$ cat config.mk
export PLATFORM = sky130hd
export DESIGN_NAME = axi4_dma_master
export DESIGN_NICKNAME = d
export VERILOG_FILES = /design/src/rtl/axi4_pkg.sv /design/src/rtl/axi4_wr_chan.sv /design/src/rtl/axi4_dma_master.sv
export SDC_FILE = /design/constraint.sdc
export NUM_CORES = 1
export LEC_CHECK = 0
export ABC_AREA = 1
export BUFFER_PORTS_ARGS = -buffer_cell sky130_fd_sc_hd__buf_4
export CAP_MARGIN = 0
export CORE_MARGIN = 5
export CORE_UTILIZATION = 55
export DETAILED_ROUTE_END_ITERATION = 7
export HOLD_SLACK_MARGIN = 0.05
export PLACE_DENSITY = 0.84
export REMOVE_ABC_BUFFERS = 1
export SYNTH_ARGS = -nofsm -noshare
export SYNTH_HDL_FRONTEND = slang
export SYNTH_HIERARCHICAL = 1
export SYNTH_SLANG_ARGS = --single-unit
export TNS_END_PERCENT = 50
$ cat constraint.sdc
create_clock -name clk -period 2.76 [get_ports clk]
set_input_delay 0.276 -clock clk [delete_from_list [all_inputs] [get_ports clk]]
set_output_delay 0.276 -clock clk [all_outputs]
set_load 0.05 [all_outputs]
$ cat src/rtl/axi4_pkg.sv
// Shared definitions for the AXI4 word-copy DMA master.
// Holds the controller state encoding and the AXI word size.
package axi4_pkg;

    typedef enum logic [2:0] {
        IDLE    = 3'd0,
        RD_ADDR = 3'd1,
        RD_DATA = 3'd2,
        WR_REQ  = 3'd3,
        WR_RESP = 3'd4,
        FINISH  = 3'd5
    } state_t;

    localparam logic [31:0] WORD_BYTES = 32'd4;

endpackage

$ cat src/rtl/axi4_wr_chan.sv
// Write address/data channel tracker for the DMA master.
// AW and W complete independently; both_done marks the last of the two.
module axi4_wr_chan (
    input  logic clk,
    input  logic resetn,
    input  logic active,
    input  logic awready,
    input  logic wready,
    output logic awvalid,
    output logic wvalid,
    output logic both_done
);

    logic aw_done;
    logic w_done;
    logic aw_hs;
    logic w_hs;

    assign awvalid   = active && !aw_done;
    assign wvalid    = active && !w_done;
    assign aw_hs     = awvalid && awready;
    assign w_hs      = wvalid && wready;
    assign both_done = (aw_done || aw_hs) && (w_done || w_hs);

    // Flags clear on the way out so the next write starts fresh.
    always_ff @(posedge clk or negedge resetn) begin
        if (!resetn) begin
            aw_done <= 1'b0;
            w_done  <= 1'b0;
        end else if (!active || both_done) begin
            aw_done <= 1'b0;
            w_done  <= 1'b0;
        end else begin
            if (aw_hs) aw_done <= 1'b1;
            if (w_hs)  w_done  <= 1'b1;
        end
    end

endmodule

$ cat src/rtl/axi4_dma_master.sv
// Single-outstanding AXI4 word-copy DMA master.
// Reads one word, writes it, waits for the response, repeats.
module axi4_dma_master
    import axi4_pkg::*;
#(
    parameter logic [2:0] PROT = 3'b000
) (
    input  logic        clk,
    input  logic        resetn,
    input  logic        start,
    input  logic [31:0] src_addr,
    input  logic [31:0] dst_addr,
    input  logic [15:0] len_words,
    input  logic        dst_fixed,
    output logic        busy,
    output logic        done,
    output logic        mem_axi_arvalid,
    input  logic        mem_axi_arready,
    output logic [31:0] mem_axi_araddr,
    output logic [2:0]  mem_axi_arprot,
    input  logic        mem_axi_rvalid,
    output logic        mem_axi_rready,
    input  logic [31:0] mem_axi_rdata,
    output logic        mem_axi_awvalid,
    input  logic        mem_axi_awready,
    output logic [31:0] mem_axi_awaddr,
    output logic [2:0]  mem_axi_awprot,
    output logic        mem_axi_wvalid,
    input  logic        mem_axi_wready,
    output logic [31:0] mem_axi_wdata,
    output logic [3:0]  mem_axi_wstrb,
    input  logic        mem_axi_bvalid,
    output logic        mem_axi_bready
);

    state_t      state;
    state_t      state_n;
    logic [31:0] src;
    logic [31:0] dst;
    logic [15:0] remaining;
    logic [31:0] wbuf;
    logic        fixed;
    logic        wr_active;
    logic        wr_both;

    axi4_wr_chan u_wr_chan (
        .clk       (clk),
        .resetn    (resetn),
        .active    (wr_active),
        .awready   (mem_axi_awready),
        .wready    (mem_axi_wready),
        .awvalid   (mem_axi_awvalid),
        .wvalid    (mem_axi_wvalid),
        .both_done (wr_both)
    );

    assign mem_axi_araddr = src;
    assign mem_axi_awaddr = dst;
    assign mem_axi_wdata  = wbuf;
    assign mem_axi_wstrb  = 4'b1111;
    assign mem_axi_arprot = PROT;
    assign mem_axi_awprot = PROT;

    always_ff @(posedge clk or negedge resetn) begin
        if (!resetn) state <= IDLE;
        else         state <= state_n;
    end

    always_comb begin
        state_n         = state;
        mem_axi_arvalid = 1'b0;
        mem_axi_rready  = 1'b0;
        mem_axi_bready  = 1'b0;
        wr_active       = 1'b0;
        busy            = 1'b0;
        done            = 1'b0;
        unique case (state)
            IDLE: begin
                if (start)
                    state_n = (len_words == 16'd0) ? FINISH : RD_ADDR;
            end
            RD_ADDR: begin
                busy            = 1'b1;
                mem_axi_arvalid = 1'b1;
                if (mem_axi_arready) state_n = RD_DATA;
            end
            RD_DATA: begin
                busy           = 1'b1;
                mem_axi_rready = 1'b1;
                if (mem_axi_rvalid) state_n = WR_REQ;
            end
            WR_REQ: begin
                busy      = 1'b1;
                wr_active = 1'b1;
                if (wr_both) state_n = WR_RESP;
            end
            WR_RESP: begin
                busy           = 1'b1;
                mem_axi_bready = 1'b1;
                if (mem_axi_bvalid)
                    state_n = (remaining == 16'd1) ? FINISH : RD_ADDR;
            end
            FINISH: begin
                done    = 1'b1;
                state_n = IDLE;
            end
            default: state_n = IDLE;
        endcase
    end

    always_ff @(posedge clk or negedge resetn) begin
        if (!resetn) begin
            src       <= 32'd0;
            dst       <= 32'd0;
            remaining <= 16'd0;
            wbuf      <= 32'd0;
            fixed     <= 1'b0;
        end else if (state == IDLE && start) begin
            src       <= src_addr;
            dst       <= dst_addr;
            remaining <= len_words;
            fixed     <= dst_fixed;
        end else if (state == RD_DATA && mem_axi_rvalid) begin
            wbuf <= mem_axi_rdata;
            src  <= src + WORD_BYTES;
        end else if (state == WR_RESP && mem_axi_bvalid) begin
            remaining <= remaining - 16'd1;
            if (!fixed) dst <= dst + WORD_BYTES;
        end
    end

endmodule

# Yosys cells after proc, flatten, opt, wreduce, memory -nomap -nowiden
# Index checks and enable logic that the tools add are counted.
# W data, S select, Z words.
# word_totals
regBits	118
in_bits	121
elab_cells	77
output_inout_bits	113
# classes
muxes	27
reduce_logical	25
add_sub_neg	3
n_eq_ne	13
bitwise	1
# ops
operator	n
$mux W32	6
$add A32 B3 Y32 const B	2
$mux W16	3
$mux W3	7
$eq A16 B1 Y1 const B	1
$logic_not A16 Y1	1
$sub A16 B1 Y16 const B	1
$pmux W3 S5	1
$mux W1	10
$ne A2 B2 Y1 const B	5
$logic_and A1 B1 Y1	8
$reduce_bool A2 Y1	4
$eq A3 B2 Y1 const B	2
$eq A3 B3 Y1 const B	2
$reduce_and A5 Y1	1
$ne A2 B1 Y1 const B	2
$reduce_and A2 Y1	2
$reduce_or A4 Y1	1
$eq A3 B1 Y1 const B	1
$logic_not A1 Y1	3
$logic_not A3 Y1	1
$logic_or A1 B1 Y1	3
$reduce_and A3 Y1	1
$not A1 Y1	1

# Logic depth before layout (Yosys ltp)
# Gate-level depths: netlist of run 1.
# logic_depth
ltp_word	8
depth_mapped	11
ltp_nobuf	11

# By module
# The synthesis of run 1 kept the hierarchy.
# modules_own_cells
module	cells_per_inst	n_inst	seq_area_each_um2	area_per_inst_um2
axi4_dma_master	1122	1	2902.8	7290.7
axi4_wr_chan	12	1	50.0	97.6

# Least setup slack after synthesis of run 1
# No wires, ideal clock.
# synth_path
kind	reg2out
start	register state[2]
end	output busy
path_stages_with_launch	5
path_slack_ps	214
required_time_ps	2484
n_path_buf	0
t_arrival_ps	2270
path_cell_list	dfrtp_1 > nor3_1 > or2_2 > inv_1 > nand3_1
# synth_via
elab_chain_cells	3
elab_cells_between_ends	6
cone_classes	4 x eq/ne; 1 x mux; 1 x reduce/logical
# synth_lines
item	line_no	text
start: declaration	axi4_dma_master.sv:36	state_t state;
start signal: assignment	axi4_dma_master.sv:66	else state <= state_n;
$eq A3 B2 Y1 (tied with other cells)	axi4_dma_master.sv:77	unique case (state)
$reduce_or A4 Y1 (no source line) (*)	n/a	
$mux W1 (*)	axi4_dma_master.sv:77	
end: declaration	axi4_dma_master.sv:15	output logic busy,
# Every way passes the cells marked *; elsewhere a longest branch is shown, timed or not.

# Final worst setup path of run 1
# layout_path
start	register state[0]
end	register dst[12] (netlist: mem_axi_awaddr[12])
# layout_via
elab_chain_cells	4
elab_cells_between_ends	11
cone_classes	4 x eq/ne; 1 x mux; 6 x reduce/logical
# layout_lines
item	line_no	text
$eq A3 B2 Y1 (tied with other cells)	axi4_dma_master.sv:123	end else if (state == RD_DATA && mem_axi_rvalid) begin
$logic_and A1 B1 Y1, on equally long branches	axi4_dma_master.sv:123, axi4_dma_master.sv:118, axi4_dma_master.sv:126	
$ne A2 B2 Y1 (no source line) (tied with other cells)	n/a	
$reduce_and A3 Y1 (no source line)	n/a	
end signal: assignment	axi4_dma_master.sv:120	dst <= dst_addr;
end signal: assignment	axi4_dma_master.sv:128	if (!fixed) dst <= dst + WORD_BYTES;
end: declaration	axi4_dma_master.sv:39	logic [31:0] dst;
# Several ways; a longest one is shown, not always the timed one.
# A chain may end at the register's enable or synchronous reset.

==> impl_metrics.env, run 1 <==
export IMPL_outcome="finished clean"
export IMPL_grt_busiest_layer="met2"
export IMPL_period_share_pct=76.8
export IMPL_drt_pass1_iterations=6
export IMPL_hpwl_um=16600
export IMPL_vdd_ir_drop_max_mv=0.894
export IMPL_synth_main_ff_cell="dfrtp_1"
export IMPL_r2r_end="mem_axi_awaddr[12]"
export IMPL_cts_resized_gates=0
export IMPL_slew_violations=0
export IMPL_yosys_register_bits=118
export IMPL_critical_path_class="flip-flop to flip-flop"
export IMPL_grt_pass1_vias=7944
export IMPL_synthArstFlopShare_pct=100
export IMPL_drt_iter0_markers=649
export IMPL_final_cells=1565
export IMPL_crit_required_ns=3.11
export IMPL_layout_min_cycle_time_ns=2.12
export IMPL_whs_ns=0.0481
export IMPL_wl_um=23400
export IMPL_area_delta_synth_final_pct=35.4
export IMPL_cts_inserted_buffers=17
export IMPL_rr_startpoint="state[0]"
export IMPL_clock_latency_ns=0.43
export IMPL_wl_per_cell_um=14.9
export IMPL_cp_arrival_ns=2.47
export IMPL_chipWidth_um=126
export IMPL_crit_path_frequent_cell="nand2_2"
export IMPL_gp_congestion=0.962
export IMPL_synth_cell_types=35
export IMPL_placementRows=42
export IMPL_htreeDepth=4
export IMPL_clock_sinks=118
export IMPL_start_kind="flip-flop"
export IMPL_switching_share_pct=52.6
export IMPL_cts_tree="built"
export IMPL_slew_headroom_pct=50.7
export IMPL_power_leakage_nw=5.12
export IMPL_cp_max_fo=41
export IMPL_finalSetupTns_ns=0
export IMPL_crit_end="mem_axi_awaddr[12]"
export IMPL_crit_path_start="state[0]"
export IMPL_cts_root_buf="clkbuf_16"
export IMPL_post_place_cells=1511
export IMPL_final_cell_mix="nand2_1 (494), buf_4 (231), nor2_1 (178)"
export IMPL_path_delay_family="simple AND/OR/NAND/NOR gates"
export IMPL_grt_overflow_total=0
export IMPL_yosysWarnings=6
export IMPL_die_area_mm2=0.0159
export IMPL_cts_hold_buf=21
export IMPL_slowest_stage="nand2_2"
export IMPL_maxCapViolCount=0
export IMPL_numPortBuffers=223
export IMPL_r2r_slack_ns=0.64
export IMPL_tightest_slew_ns=0.737
export IMPL_synthCells=1134
export IMPL_layout_commonest_cell="nand2_1"
export IMPL_synth_edff_count=0
export IMPL_layout_drive_gt1_share_pct=20.7
export IMPL_track_usage_pct=29.5
export IMPL_design_area_mm2=0.0100
export IMPL_finalSetupViolCount=0
export IMPL_use_met3_pct=8.26
export IMPL_antenna_found_initial=0
export IMPL_path_buf_inv=1
export IMPL_cts_clk_slew_worst_paths_ns=0.07
export IMPL_p_clk_share_pct=18.3
export IMPL_start_util_pct=56.0
export IMPL_clock_skew_ns=0.00941
export IMPL_ant_nets=0
export IMPL_antenna_cells=0
export IMPL_post_cts_buffers=0
export IMPL_reg2reg_depth=9
export IMPL_crit_chain="inv_2 -> nand2_2 -> nor2_4 -> nand2_8 -> nand2_4 -> nand2_2 -> nor2_1 -> nand2_1 -> o21ai_1"
export IMPL_worst_setup_path_end_kind="flip-flop"
export IMPL_hold_viol=0
export IMPL_die_h_um=126
export IMPL_grt_max_degree=42
export IMPL_cpPeakStageDelay_ns=0.43
export IMPL_ys_seq_area_share_pct=40.0
export IMPL_p_int_mw=6.11
export IMPL_viasPerCell=5.23
export IMPL_p_comb_share_pct=54.5
export IMPL_drc=0
export IMPL_grt_pass1_wl_um=38300
export IMPL_rsz0062_at_grt="false"
export IMPL_nets=1501
export IMPL_cts_buffer_depth=2
export IMPL_pwr_share_seq_pct=27.2
export IMPL_synthesis_area_mm2=0.00739
export IMPL_p_sw_mw=6.78
export IMPL_core_area_mm2=0.0132
export IMPL_hp_class="input port to flip-flop"
export IMPL_io_pins=234
export IMPL_use_met2_pct=49.7
export IMPL_use_met1_pct=35.9
export IMPL_place_area_mm2=0.00917
export IMPL_syn_area_per_cell_um2=6.52
export IMPL_fmax_ghz=0.472
export IMPL_via_count=8182
export IMPL_path_depth=9
export IMPL_power_density_mw_per_mm2=1290
## cells in the mapped netlist, types with 2 or more instances
| cell | n | area [µm²] |
|---|---|---|
| o21ai_0 | 18 | 90.1 |
| a21oi_1 | 5 | 25.0 |
| o211ai_1 | 14 | 105 |
| nand2_1 | 494 | 1850 |
| buf_6 | 2 | 22.5 |
| nand2_2 | 4 | 25.0 |
| xor2_1 | 17 | 149 |
| a31oi_1 | 5 | 31.3 |
| inv_2 | 8 | 30.0 |
| o22ai_1 | 3 | 18.8 |
| o21bai_1 | 6 | 45.0 |
| nand2_4 | 2 | 22.5 |
| clkbuf_1 | 8 | 30.0 |
| dfrtp_1 | 118 | 2950 |
| nor3_1 | 3 | 15.0 |
| o21ai_1 | 7 | 35.0 |
| nand3_1 | 95 | 475 |
| buf_2 | 17 | 85.1 |
| nor2_2 | 3 | 18.8 |
| nand4_1 | 5 | 31.3 |
| o221ai_1 | 2 | 17.5 |
| conb_1 | 2 | 7.51 |
| ha_1 | 4 | 50.1 |
| buf_4 | 12 | 90.1 |
| or2_2 | 4 | 25.0 |
| xnor2_1 | 7 | 61.3 |
| nand3b_1 | 3 | 22.5 |
| inv_1 | 81 | 304 |
| nor2_4 | 2 | 22.5 |
| nor2_1 | 178 | 668 |
## worst register-to-register path, delay by kind of cell (launching register included)
family          cells  cell delay, ns
simple gates        7            1.47
compound gates      1            0.07
flops               1            0.41
buf+inv             1            0.10
## power by group through the flow
stage | Combinational, mW | Clock (mW) | Sequential [mW]
CTS | 7.03 | 2.36 | 3.47
floorplan | 2.79 | 0 | 5.40
finish | 7.03 | 2.36 | 3.50
global route | 7.64 | 2.44 | 3.62
global placement | 6.81 | 0 | 3.45
detailed placement | 6.96 | 0 | 3.46
## sequential cells by signal, indices dropped and copies added (netlist names)
| signal | cells |
|---|---|
| fixed | 1 |
| mem_axi_araddr | 32 |
| mem_axi_awaddr | 32 |
| mem_axi_wdata | 32 |
| remaining | 16 |
| state | 3 |
| u_wr_chan/aw_done | 1 |
| u_wr_chan/w_done | 1 |
## metrics by stage
stage	util [%]	power, mW	setup WS (ns)
final	75.8	12.9	0.639
after global routing	75.8	13.7	0.422
after CTS	75.8	12.9	0.618
after detailed placement	69.5	10.4	0.678
after global placement	69.5	10.3	0.748
after floorplan	-	8.20	0.214
## final cells by class
cell class | count | area [µm²]
clock inverter | 14 | 189
clock buffer | 18 | 429
timing repair buffer | 254 | 1970
tap | 176 | 220
multi-input combinational | 896 | 3900
sequential | 118 | 2950
inverter | 89 | 334
fill | 1039 | 3190
## per-layer routing
layer  vias to the layer above  routed length, µm
met4                         0                743
met3                        68               2110
met5                         -                  0
met1                      3735               9100
met2                       379              11400
li1                       4000                  -
## kinds of logic (layout without fill, tap and decap cells)
family	count (synthesis)	count (layout)	share of synthesized area (%)
DFF	118	118	40.0
and+or+nand+nor	796	796	43.5
AOI/OAI and AO/OA	62	62	5.32
other	2	10	0.102
xor gates and xnor gates	24	24	2.85
buffers and inverters	128	375	7.60
adders and majority gates	4	4	0.677
## worst min-delay path by stage
| stage | start | endpoint | slack, ns | cells after the start |
|---|---|---|---|---|
| 2_1_floorplan | resetn | fixed | -0.02 | 0 |
| 3_3_place_gp | resetn | remaining[10] | 0.30 | 1 |
| 3_5_place_dp | resetn | remaining[10] | 0.30 | 1 |
| 4_1_cts | mem_axi_rdata[8] | mem_axi_wdata[8] | 0.05 | 3 |
| 5_1_grt | mem_axi_rdata[25] | mem_axi_wdata[25] | 0.05 | 3 |
| 6_report | mem_axi_rdata[25] | mem_axi_wdata[25] | 0.05 | 3 |
(Power assumes the default switching activity.)
==> run 2: changes to the inputs <==
--- a/config.mk
+++ b/config.mk
@@ -9,10 +9,10 @@
 export BUFFER_PORTS_ARGS = -buffer_cell sky130_fd_sc_hd__buf_4
 export CAP_MARGIN = 0
 export CORE_MARGIN = 5
-export CORE_UTILIZATION = 55
+export CORE_UTILIZATION = 47
 export DETAILED_ROUTE_END_ITERATION = 7
 export HOLD_SLACK_MARGIN = 0.05
-export PLACE_DENSITY = 0.84
+export PLACE_DENSITY = 0.76
 export REMOVE_ABC_BUFFERS = 1
 export SYNTH_ARGS = -nofsm -noshare
 export SYNTH_HDL_FRONTEND = slang
==> constraint.sdc (replaced) <==
create_clock -name clk -period 1.8 [get_ports clk]
set_input_delay 0.18 -clock clk [delete_from_list [all_inputs] [get_ports clk]]
set_output_delay 0.18 -clock clk [all_outputs]
set_load 0.05 [all_outputs]
==> impl_metrics.env, run 2 (synthesis results as in run 1) <==
export IMPL_outcome="finished with violations"
export IMPL_violations="setup timing"
export IMPL_crit_required_ns=1.62
export IMPL_final_cell_mix="nand2_1 (494), buf_4 (246), nor2_1 (177)"
export IMPL_hold_viol=0
export IMPL_slew_violations=0
export IMPL_reg2reg_depth=10
export IMPL_antenna_cells=0
export IMPL_wl_per_cell_um=14.9
export IMPL_finalSetupTns_ns=-0.0115
export IMPL_core_area_mm2=0.0153
export IMPL_cpPeakStageDelay_ns=0.42
export IMPL_tightest_slew_ns=0.541
export IMPL_cts_tree="built"
export IMPL_layout_min_cycle_time_ns=1.81
export IMPL_worst_slack_ns=-0.0115
export IMPL_clock_skew_ns=0.0115
export IMPL_clock_latency_ns=0.44
export IMPL_placementRows=45
export IMPL_drt_pass1_iterations=5
export IMPL_via_count=8492
export IMPL_layout_drive_gt1_share_pct=21.9
export IMPL_power_density_mw_per_mm2=1860
export IMPL_die_h_um=135
export IMPL_holdCritStartpoint="len_words[6]"
export IMPL_vdd_ir_drop_max_mv=1.18
export IMPL_hp_class="input port to flip-flop"
export IMPL_wl_um=25200
export IMPL_numPortBuffers=223
export IMPL_area_delta_synth_final_pct=49.3
export IMPL_ant_nets=0
export IMPL_maxCapViolCount=0
export IMPL_htreeDepth=4
export IMPL_p_comb_share_pct=56.8
export IMPL_worst_setup_path_end_kind="output port"
export IMPL_place_area_mm2=0.00941
export IMPL_fmax_ghz=0.552
export IMPL_rsz0062_at_grt="true"
export IMPL_track_usage_pct=26.9
export IMPL_start_util_pct=48.2
export IMPL_hpwl_um=16900
export IMPL_r2r_end="state[1]"
export IMPL_period_share_pct=101
export IMPL_antenna_found_initial=0
export IMPL_rr_startpoint="state[0]"
export IMPL_clock_sinks=118
export IMPL_drc=0
export IMPL_viasPerCell=5.02
export IMPL_pwr_share_seq_pct=26.0
export IMPL_layout_commonest_cell="nand2_1"
export IMPL_p_sw_mw=10.7
export IMPL_crit_chain="inv_2 -> nand3_2 -> inv_2 -> or2_4 -> inv_2 -> nand3_2 -> buf_8"
export IMPL_grt_pass1_vias=8343
export IMPL_slew_headroom_pct=63.9
export IMPL_grt_max_degree=45
export IMPL_p_int_mw=9.84
export IMPL_r2r_slack_ns=0.03
export IMPL_cts_root_buf="clkbuf_16"
export IMPL_slowest_stage="dfrtp_1"
export IMPL_finalSetupViolCount=1
export IMPL_critical_path_class="flip-flop to output port"
export IMPL_io_pins=234
export IMPL_p_clk_share_pct=17.2
export IMPL_hold_end="remaining[6]"
export IMPL_design_area_mm2=0.0110
export IMPL_nets=1591
export IMPL_cp_arrival_ns=1.63
export IMPL_switching_share_pct=52.1
export IMPL_die_area_mm2=0.0183
export IMPL_chipWidth_um=135
export IMPL_min_path_cells=3
export IMPL_cp_max_fo=5
export IMPL_start_kind="flip-flop"
export IMPL_cts_clk_slew_worst_paths_ns=0.06
export IMPL_gp_congestion=0.884
export IMPL_crit_path_frequent_cell="inv_2"
export IMPL_grt_pass1_wl_um=39900
export IMPL_cts_buffer_depth=2
export IMPL_cts_inserted_buffers=17
export IMPL_drt_iter0_markers=483
export IMPL_grt_overflow_total=0
export IMPL_power_leakage_nw=5.54
[run 2: cell count changes in the layout (fill, tap and decap cells not counted), moves of 2 or more]
cell and change:
nand3_1 -3, buf_12 +7, inv_1 -2, dfrtp_1 -2, clkinvlp_4 +2, buf_4 +15
dlygate4sd3_1 +65, dfrtp_2 +2, nand3_2 +2
[run 2: metal layers]
metal / part of all wire (%) / vias up / wire [µm] / GRT usage (%)
li1: - / 4185 / - / -
met1: 41 / 3895 / 10300 / 32.8
met3: 6.9 / 67 / 1730 / 7.06
met2: 49 / 345 / 12300 / 45.2
met5: 0 / - / 0 / 0
met4: 3.4 / 0 / 852 / 11.4
[run 2: worst max-delay path, delay by kind of cell, from the launching register on]
family,cells,cell delay [ns]
buffers and inverters,4,0.38
AND/OR/NAND/NOR,3,0.38
flip-flops,1,0.42
[run 2: final cells by class]
type                    instances  area (µm²)
repair buffers                343        2900
well taps                     211         264
inverters                      89         337
clock inverters                14         165
fillers                      1239        4290
clock buffers                  18         439
multi-input cells             897        3960
flip-flops and latches        118        2960
[run 2: how the worst max path moves through the flow]
stage,startpoint,to
6_report,state[2],busy
3_3_place_gp,mem_axi_awaddr[2],mem_axi_awaddr[30]
5_1_grt,state[2],busy
3_5_place_dp,state[1],mem_axi_araddr[19]
2_1_floorplan,state[2],busy
4_1_cts,state[1],busy
[run 2: power groups by stage]
| stage | Clock [mW] | Combinational, mW | Sequential (mW) |
|---|---|---|---|
| after detailed placement | 0 | 11.0 | 5.29 |
| after global placement | 0 | 10.9 | 5.28 |
| after CTS | 3.56 | 11.3 | 5.28 |
| after floorplan | 0 | 4.28 | 8.28 |
| final | 3.54 | 11.7 | 5.35 |
| after global routing | 3.69 | 12.6 | 5.53 |
[run 2: metrics by stage]
stage	setup slack, ns	hold WS [ns]	std cells	total power [mW]	util (%)
after CTS	-0.00931	0.0503	1681	20.1	71.2
final	-0.0115	0.0591	1690	20.6	72.0
after detailed placement	0.0969	0.198	1561	16.3	61.4
after global placement	0.135	0.196	1561	16.1	61.4
after global routing	-0.0662	0.0641	1690	21.8	72.0
after floorplan	-0.650	-0.116	1103	12.6	-
[run 2: repair_timing]
item	CTS	global route
setup buffers	1	8
resized for setup	3	16
pin swaps	0	2
gates cloned	0	1
setup endpoints to repair	3	28
hold buffers	87	0
endpoints found under the hold margin	118	0
==> run 3: changes to the inputs <==
--- a/config.mk
+++ b/config.mk
@@ -12,7 +12,7 @@
 export CORE_UTILIZATION = 47
 export DETAILED_ROUTE_END_ITERATION = 7
 export HOLD_SLACK_MARGIN = 0.05
-export PLACE_DENSITY = 0.76
+export PLACE_DENSITY = 0.81
 export REMOVE_ABC_BUFFERS = 1
 export SYNTH_ARGS = -nofsm -noshare
 export SYNTH_HDL_FRONTEND = slang
==> constraint.sdc (replaced) <==
create_clock -name clk -period 1.8 [get_ports clk]
set_input_delay 0.09 -clock clk [delete_from_list [all_inputs] [get_ports clk]]
set_output_delay 0.09 -clock clk [all_outputs]
set_load 0.05 [all_outputs]
==> impl_metrics.env, run 3 (synthesis results as in run 1) <==
export IMPL_switching_share_pct=52.0
export IMPL_path_depth=7
export IMPL_gp_congestion=0.916
export IMPL_cp_arrival_ns=2.06
export IMPL_cts_inserted_buffers=17
export IMPL_grt_busiest_layer="met2"
export IMPL_path_buf_inv=4
export IMPL_r2r_slack_ns=0.04
export IMPL_hold_end="remaining[15]"
export IMPL_nets=1610
export IMPL_final_cell_mix="nand2_1 (492), buf_4 (242), nor2_1 (175)"
export IMPL_final_cells=1710
export IMPL_track_usage_pct=28.4
export IMPL_holdCritStartpoint="len_words[15]"
export IMPL_maxCapViolCount=0
export IMPL_cts_tree="built"
export IMPL_grt_overflow_total=0
export IMPL_drc=0
export IMPL_r2r_end="u_wr_chan/w_done"
export IMPL_outcome="finished clean"
export IMPL_die_area_mm2=0.0183
export IMPL_nFillCells=1160
export IMPL_chipWidth_um=135
export IMPL_use_met1_pct=33.3
export IMPL_period_share_pct=97.6
export IMPL_htreeDepth=4
export IMPL_use_met3_pct=7.99
export IMPL_fmax_ghz=0.569
export IMPL_cpPeakStageDelay_ns=0.59
export IMPL_io_pins=234
export IMPL_die_h_um=135
export IMPL_hpwl_um=16900
export IMPL_critical_path_class="flip-flop to flip-flop"
export IMPL_area_delta_synth_final_pct=51.8
export IMPL_numPortBuffers=223
export IMPL_start_util_pct=48.2
export IMPL_use_met2_pct=48.8
export IMPL_hold_viol=0
export IMPL_grt_pass1_vias=8628
export IMPL_slew_headroom_pct=59.3
export IMPL_hp_class="input port to flip-flop"
export IMPL_layout_commonest_cell="nand2_1"
export IMPL_reg2reg_depth=7
export IMPL_slowest_stage="dlygate4sd3_1"
export IMPL_worst_setup_path_end_kind="flip-flop"
export IMPL_path_delay_family="buffers and inverters"
export IMPL_clock_skew_ns=0.00898
export IMPL_layout_drive_gt1_share_pct=21.4
export IMPL_cp_max_fo=5
export IMPL_wl_per_cell_um=15.2
export IMPL_finalSetupViolCount=0
export IMPL_ant_nets=0
export IMPL_vdd_ir_drop_max_mv=1.21
export IMPL_placementRows=45
export IMPL_via_count=8706
export IMPL_slew_violations=0
export IMPL_whs_ns=0.0773
export IMPL_power_density_mw_per_mm2=1820
export IMPL_tightest_slew_ns=0.611
export IMPL_antenna_found_initial=2
export IMPL_cts_clk_slew_worst_paths_ns=0.05
export IMPL_cts_buffer_depth=2
export IMPL_clock_sinks=118
export IMPL_core_area_mm2=0.0153
export IMPL_start_kind="flip-flop"
export IMPL_post_place_cells=1561
export IMPL_pwr_share_seq_pct=26.3
export IMPL_layout_min_cycle_time_ns=1.76
export IMPL_wl_um=26100
export IMPL_viasPerCell=5.09
export IMPL_grt_max_degree=42
export IMPL_cts_root_buf="clkbuf_16"
export IMPL_drt_iter0_markers=676
export IMPL_power_leakage_nw=5.59
export IMPL_min_path_cells=5
export IMPL_rsz0062_at_grt="true"
export IMPL_drt_pass1_iterations=5
export IMPL_p_clk_share_pct=17.1
export IMPL_grt_pass1_wl_um=41900
export IMPL_crit_chain="inv_4 -> nand3_2 -> inv_2 -> a21oi_1 -> o211ai_1 -> dlygate4sd3_1 -> inv_1"
export IMPL_p_int_mw=9.80
export IMPL_rr_startpoint="state[2]"
export IMPL_p_sw_mw=10.6
export IMPL_p_comb_share_pct=56.6
export IMPL_clock_latency_ns=0.42
export IMPL_crit_required_ns=2.10
## run 3: cell count changes in the layout (fill, tap and decap cells not counted), moves of 3 or more
cell           previous run  this run
dfrtp_1                 116       113
dfrtp_2                   2         5
buf_4                   246       242
inv_6                     5         0
dlygate4sd3_1            87       114
diode_2                   0         3
## run 3: power groups by stage
stage	logic, mW	clock network, mW	registers [mW]
6_report	11.6	3.48	5.37
5_1_grt	12.5	3.63	5.54
4_1_cts	11.3	3.50	5.27
3_5_place_dp	11.0	0	5.27
3_3_place_gp	10.8	0	5.25
2_1_floorplan	4.28	0	8.28
## run 3: worst max path at each step
stage | slack, ns | end | start
after floorplan | -0.56 | busy | state[2]
after global placement | 0.11 | mem_axi_araddr[16] | mem_axi_araddr[3]
after detailed placement | 0.06 | mem_axi_araddr[16] | mem_axi_araddr[3]
after CTS | 0.03 | busy | state[2]
after global routing | -0.03 | mem_axi_awaddr[11] | state[0]
final | 0.04 | u_wr_chan/w_done | state[2]
## run 3: worst reg2reg max path, stage by stage (launching register included)
cell and delay, ns:
dfrtp_2 0.43, inv_4 0.10, nand3_2 0.12, inv_2 0.13
a21oi_1 0.11, o211ai_1 0.12, dlygate4sd3_1 0.59, inv_1 0.05
## run 3: timing repair
item	4_1_cts	5_1_grt
setup buffers	0	2
hold buffers	114	0
resized for setup	3	20
setup endpoints to repair	2	37
endpoints found under the hold margin	150	0
pin swaps	0	1
## run 3: per-layer routing
| layer | vias to the layer above | part of all wire (%) |
|---|---|---|
| met5 | - | 0 |
| met4 | 0 | 3.4 |
| met3 | 94 | 8.4 |
| met2 | 445 | 50 |
| met1 | 3952 | 39 |
| li1 | 4215 | - |
## run 3: final cells by class
cell class	instances	area [µm²]	area share, %
diodes	3	7.51	0.0670
clock buffers	18	439	3.92
clock inverters	12	156	1.39
inverters	89	339	3.02
multi-input cells	896	3960	35.3
flip-flops and latches	118	2960	26.4
well taps	211	264	2.35
repair buffers	363	3090	27.6
## run 3: per-stage QoR
stage | power [mW] | cell area, µm² | utilization (%) | worst slack (ns) | setup TNS, ns
6_report | 20.4 | 11200 | 73.2 | 0.0426 | 0
3_3_place_gp | 16.1 | 9380 | 61.3 | 0.105 | 0
3_5_place_dp | 16.3 | 9380 | 61.3 | 0.0645 | 0
5_1_grt | 21.6 | 11200 | 73.2 | -0.0330 | -0.0799
2_1_floorplan | 12.6 | 7190 | - | -0.560 | -15.65
4_1_cts | 20.1 | 11100 | 72.7 | 0.0272 | 0
